### src/rtl/segmented_display_decoder.sv
// Segmented display decoder: watches a multiplexed 7/8-segment anode/cathode
// bus and recovers the hexadecimal digit and decimal point shown on each
// position. Inputs are synchronised, qualified by a stability counter, and
// each settled digit is captured into registered outputs.
module segmented_display_decoder #(
    parameter int NUMBER_OF_NYBBLES  = 4,
    parameter int NUMBER_OF_SEGMENTS = 7,
    parameter int SETTLE_CYCLES      = 16
) (
    input  logic                           clock,
    input  logic                           reset_n,
    input  logic [NUMBER_OF_NYBBLES-1:0]   anode,
    input  logic [NUMBER_OF_SEGMENTS-1:0]  cathode,
    output logic [NUMBER_OF_NYBBLES*4-1:0] data,
    output logic [NUMBER_OF_NYBBLES-1:0]   dp,
    output logic [NUMBER_OF_NYBBLES-1:0]   digit_valid,
    output logic [NUMBER_OF_NYBBLES-1:0]   pattern_error,
    output logic                           frame_strobe
);

    localparam int CW = $clog2(SETTLE_CYCLES + 1);
    localparam logic [CW-1:0] SETTLE_VAL = CW'(SETTLE_CYCLES);

    typedef enum logic [1:0] {
        IDLE,
        SETTLE,
        CAPTURE,
        HOLD
    } state_t;

    state_t                           r_state;
    logic [NUMBER_OF_NYBBLES-1:0]     r_anode_m;
    logic [NUMBER_OF_NYBBLES-1:0]     r_anode_s;
    logic [NUMBER_OF_SEGMENTS-1:0]    r_cath_m;
    logic [NUMBER_OF_SEGMENTS-1:0]    r_cath_s;
    logic [NUMBER_OF_NYBBLES-1:0]     r_prev_anode;
    logic [NUMBER_OF_SEGMENTS-1:0]    r_prev_cath;
    logic [CW-1:0]                    r_cnt;
    logic [NUMBER_OF_NYBBLES-1:0]     r_set;
    logic [NUMBER_OF_NYBBLES*4-1:0]   r_data;
    logic [NUMBER_OF_NYBBLES-1:0]     r_dp;
    logic [NUMBER_OF_NYBBLES-1:0]     r_valid;
    logic [NUMBER_OF_NYBBLES-1:0]     r_err;
    logic                             r_frame;

    logic                             w_changed;
    logic                             w_onehot;
    logic                             w_settled;
    logic                             w_capture;
    logic [NUMBER_OF_NYBBLES-1:0]     w_cap_mask;
    logic [6:0]                       w_abcdefg;
    logic [3:0]                       w_nybble;
    logic                             w_legal;
    logic                             w_dp_bit;

    assign w_changed  = {r_anode_s, r_cath_s} != {r_prev_anode, r_prev_cath};
    assign w_onehot   = $onehot(r_anode_s);
    assign w_settled  = (r_cnt == SETTLE_VAL) && !w_changed;
    assign w_capture  = (r_state == SETTLE) && w_onehot && w_settled;
    assign w_cap_mask = w_capture ? r_anode_s : '0;

    generate
        if (NUMBER_OF_SEGMENTS >= 8) begin : g_dp
            assign w_dp_bit = ~r_cath_s[NUMBER_OF_SEGMENTS-1];
        end else begin : g_no_dp
            assign w_dp_bit = 1'b0;
        end
    endgenerate

    // Two-flop synchronisers, previous-value register and stability counter
    always_ff @(posedge clock or negedge reset_n) begin
        if (!reset_n) begin
            r_anode_m    <= '0;
            r_anode_s    <= '0;
            r_cath_m     <= '0;
            r_cath_s     <= '0;
            r_prev_anode <= '0;
            r_prev_cath  <= '0;
            r_cnt        <= '0;
        end else begin
            r_anode_m    <= anode;
            r_anode_s    <= r_anode_m;
            r_cath_m     <= cathode;
            r_cath_s     <= r_cath_m;
            r_prev_anode <= r_anode_s;
            r_prev_cath  <= r_cath_s;
            if (w_changed) begin
                r_cnt <= '0;
            end else if (r_cnt != SETTLE_VAL) begin
                r_cnt <= r_cnt + 1'b1;
            end
        end
    end

    // Segment pattern (a..g, 0 = lit) to nybble lookup
    always_comb begin
        w_abcdefg = {r_cath_s[0], r_cath_s[1], r_cath_s[2], r_cath_s[3],
                     r_cath_s[4], r_cath_s[5], r_cath_s[6]};
        w_nybble  = 4'h0;
        w_legal   = 1'b1;
        case (w_abcdefg)
            7'b0000001: w_nybble = 4'h0;
            7'b1001111: w_nybble = 4'h1;
            7'b0010010: w_nybble = 4'h2;
            7'b0000110: w_nybble = 4'h3;
            7'b1001100: w_nybble = 4'h4;
            7'b0100100: w_nybble = 4'h5;
            7'b0100000: w_nybble = 4'h6;
            7'b0001111: w_nybble = 4'h7;
            7'b0000000: w_nybble = 4'h8;
            7'b0000100: w_nybble = 4'h9;
            7'b0001000: w_nybble = 4'hA;
            7'b1100000: w_nybble = 4'hB;
            7'b1110010: w_nybble = 4'hC;
            7'b1000010: w_nybble = 4'hD;
            7'b0110000: w_nybble = 4'hE;
            7'b0111000: w_nybble = 4'hF;
            default:    w_legal  = 1'b0;
        endcase
    end

    // Control FSM with registered digit outputs and frame tracking.
    // Digit outputs are written on the edge that enters CAPTURE so the
    // result appears SETTLE_CYCLES+4 edges after an input change; CAPTURE
    // itself is the single cycle during which the new value is presented.
    always_ff @(posedge clock or negedge reset_n) begin
        if (!reset_n) begin
            r_state <= IDLE;
            r_set   <= '0;
            r_data  <= '0;
            r_dp    <= '0;
            r_valid <= '0;
            r_err   <= '0;
            r_frame <= 1'b0;
        end else begin
            if (r_set == '1) begin
                r_frame <= 1'b1;
                r_set   <= w_cap_mask;
            end else begin
                r_frame <= 1'b0;
                r_set   <= r_set | w_cap_mask;
            end

            for (int unsigned k = 0; k < NUMBER_OF_NYBBLES; k++) begin
                if (w_cap_mask[k]) begin
                    if (w_legal) begin
                        r_data[4*k +: 4] <= w_nybble;
                        r_dp[k]          <= w_dp_bit;
                        r_valid[k]       <= 1'b1;
                    end else begin
                        r_err[k] <= 1'b1;
                    end
                end
            end

            case (r_state)
                IDLE: begin
                    if (w_onehot) r_state <= SETTLE;
                end
                SETTLE: begin
                    if (!w_onehot)      r_state <= IDLE;
                    else if (w_settled) r_state <= CAPTURE;
                end
                CAPTURE: begin
                    r_state <= HOLD;
                end
                HOLD: begin
                    // A counter below saturation also catches a change seen during CAPTURE
                    if (!w_onehot)       r_state <= IDLE;
                    else if (!w_settled) r_state <= SETTLE;
                end
                default: r_state <= IDLE;
            endcase
        end
    end

    assign data          = r_data;
    assign dp            = r_dp;
    assign digit_valid   = r_valid;
    assign pattern_error = r_err;
    assign frame_strobe  = r_frame;

endmodule

### config.mk
export PLATFORM = sky130hd
export DESIGN_NAME = segmented_display_decoder
export DESIGN_NICKNAME = d
export VERILOG_FILES = /design/src/rtl/segmented_display_decoder.sv
export SDC_FILE = /design/constraint.sdc
export NUM_CORES = 1
export LEC_CHECK = 0
export BUFFER_PORTS_ARGS = -buffer_cell sky130_fd_sc_hd__buf_2
export CAP_MARGIN = 5
export CORE_MARGIN = 1.5
export CORE_UTILIZATION = 45
export DETAILED_ROUTE_END_ITERATION = 8
export PLACE_DENSITY = 0.65
export SKIP_LAST_GASP = 1
export SLEW_MARGIN = 20
export SYNTH_ARGS = -nofsm -noshare
export SYNTH_HDL_FRONTEND = slang
export SYNTH_SLANG_ARGS = --single-unit
### constraint.sdc
create_clock -name clock -period 7.5 [get_ports clock]
set_input_delay 1.125 -clock clock [delete_from_list [all_inputs] [get_ports clock]]
set_output_delay 1.125 -clock clock [all_outputs]
set_load 0.05 [all_outputs]
==> results_dict.tcl <==
set metrics [dict create \
    min_path_cells 0 \
    ys_seq_area_share_pct 57.5 \
    synth.most_common_cell "dfrtp_1" \
    start_kind "register" \
    drv_cap 0 \
    async_reset_ff_share_pct 100 \
    cts_root_buf "clkbuf_8" \
    viasPerCell 5.07 \
    timing_hold_violations_final 0 \
    fmax_ghz 0.303 \
    die_area_um2 7170 \
    yosys.cell_types.count 49 \
    use_met1_pct 20.5 \
    place_congestion 0.785 \
    cts_max_level 3 \
    overflow 0 \
    powerDensity_nw_per_um2 225 \
    cts_sinks 69 \
    synth_flop_cell "dfrtp_1" \
    skew_ns 0.0137 \
    final_layout_size_suffix_gt1_share_pct 34.2 \
    dr.pass1.iters 4 \
    final_area_um2 3440 \
    placed_cell_area_um2 3220 \
    syn_area_per_cell_um2 13.2 \
    wl_per_cell_um 14.4 \
    cp_cell_sequence "inv_1, fa_1, inv_1, ha_1, ha_1, nor3b_1, and3_1, nand4_4, a311oi_4, mux2_2" \
    maxSlewViolCount 0 \
    routed_wl_um 5030 \
    die_w_um 84.7 \
    synth-edff-count 0 \
    cts_buffers 9 \
    worst_pin_slew_ns 0.859 \
    total_power_mw 0.773 \
    grt_start_max_net_pins 70 \
    port_buffers 37 \
    path_clk_slew_ns 0.07 \
    synthCells 227 \
    slowest_stage "fa_1" \
    post-dp-hpwl_um 3280 \
    post_cts_buffers 0 \
    tns_ns 0 \
    grt_use_met2_pct 21.8 \
    synth_top_area_share_pct 57.5 \
    cts_tree "built" \
    worstHoldEndpoint "r_cath_s[0]" \
    worst_ep_required_time_ns 7.73 \
    rr_endpoint "data[4]" \
    grt_antenna_before_repair 0 \
    cp_max_fo 8 \
    nets 285 \
    synthTopCellsByArea "dfrtp_1, mux2_2, xor2_1" \
    hold_class "register to register" \
    yosys_warnings 0 \
    stdcell_count 349 \
    r2r_slack_ns 4.20 \
    syn2layout_area_growth_pct 14.7 \
    grt_usage_pct 15.1 \
    cp-startpoint "r_anode_s[0]" \
    cts_resized 0 \
    drc 0 \
    die_h_um 84.7 \
    core_um2 6390 \
    final.min_clock_period_ns 3.30 \
    syn_area_um2 3000 \
    worstReg2RegStart "r_anode_s[0]" \
    ir_drop_v 0.000146 \
    ys_seq_elements 69 \
    drtAntennaViolNets 0 \
    leakage_nw 1.70 \
    setup_viol 0 \
    grt_pass1_wl_um 8210 \
    busiest_layer "met2" \
    rsz0062_at_grt "no" \
    end_kind "register" \
    dpl.cell_count 333 \
    io_pins 42 \
    slew_headroom_pct 42.7 \
    reg2reg_depth 10 \
    drt-initial-drc-count 63 \
    row_count 29 \
    hold_start "r_cath_m[0]" \
    min_period_over_period_pct 43.9 \
    clock_latency_ns 0.34 \
    crit_arrival_ns 3.52 \
    vias 1770 \
    outcome "completed" \
    ctsHoldBuffers 0 \
    grtUsageMet3_pct 6.69 \
    clock_path_buffers 2 \
    grt_pass1_vias 1656 \
    path_class "register to register" \
    start_util_pct 47.0 \
    synth_top_area_cell "dfrtp_1" \
    synthTopCellsByCount "dfrtp_1, inv_1, mux2_2" \
    holdWs_ns 0.348 \
    max_stage_delay_ns 0.54 \
    antennaDiodeCount 0 \
]
cell families (layout without fill, tap and decap cells):
kind of cell	after synthesis	in the layout	synth area share (%)
adder cells (fa/ha/maj)	5	5	2.33
buffers and inverters	28	70	4.83
multiplexers	17	17	6.33
AND/OR/NAND/NOR	57	57	12.0
other	1	4	0.125
flip-flops	69	69	57.5
AO/OA/AOI/OAI	32	32	11.6
XOR/XNOR	18	18	5.25
layer usage:
metal / wire length, µm / part of all wire [%]
met5: 0 / 0
met1: 2410 / 48
met4: 42 / 0.84
met2: 2370 / 47
met3: 204 / 4.1
stage by stage:
stage	setup slack (ns)	utilization, %
2_1_floorplan	4.48	-
3_3_place_gp	4.24	50.4
3_5_place_dp	4.20	50.4
4_1_cts	4.17	53.9
5_1_grt	4.06	53.9
6_report	4.20	53.9
registers in the layout, indices dropped and copies added (netlist names), named ones only:
name and cells:
pattern_error 4, r_state 1, r_set 4, digit_valid 4
r_cnt 5, r_cath_s 7, frame_strobe 1, r_cath_m 7
data 16, r_anode_m 4, r_anode_s 4, r_prev_anode 4
r_prev_cath 7
how the worst max path moves through the flow:
stage / endpoint / slack (ns) / cells after the start
after floorplan: data[0] / 4.48 / 10
after global placement: data[2] / 4.24 / 10
after detailed placement: data[2] / 4.20 / 10
after CTS: data[4] / 4.17 / 10
after global routing: data[4] / 4.06 / 10
final: data[4] / 4.20 / 10
cell type report:
class	count	area [µm²]
clock buffers	11	141
fillers	542	2940
well taps	77	96.3
multi-input cells	133	1140
flip-flops and latches	69	1730
repair buffers	38	193
clock inverters	5	83.8
inverters	16	60.1
worst max-delay path, delay by kind of cell, from the launching register on:
| family | cells | cell delay (ns) |
|---|---|---|
| AOI/OAI and AO/OA | 1 | 0.51 |
| buffers and inverters | 2 | 0.15 |
| DFF | 1 | 0.38 |
| muxes | 1 | 0.38 |
| and+or+nand+nor | 3 | 0.78 |
| adders and majority gates | 3 | 0.99 |
cells in the final DEF (no fill, tap or decap), drive strengths merged, types with 2 or more instances in the layout:
cell,instances
o41ai,2
buf,38
or3b,2
nand2b,3
o31a,2
a2111o,2
nand3,5
inv,16
xnor2,3
nor2b,2
xor2,15
a311oi,5
nand4,3
a21oi,6
mux2,16
ha,4
nor4,2
o31ai,4
clkinvlp,2
nand2,11
nor3,4
clkbuf,11
nor2,8
o21bai,4
dfrtp,69
conb,4
a211oi,2
or2,9
bufinv,2
where the power goes:
part	internal [mW]	leakage [nW]	switching, mW
registers	0.382	0.887	0.0128
logic	0.0155	0.706	0.0291
clock network	0.197	0.106	0.137
No activity file was read; power rests on OpenSTA's default activity.
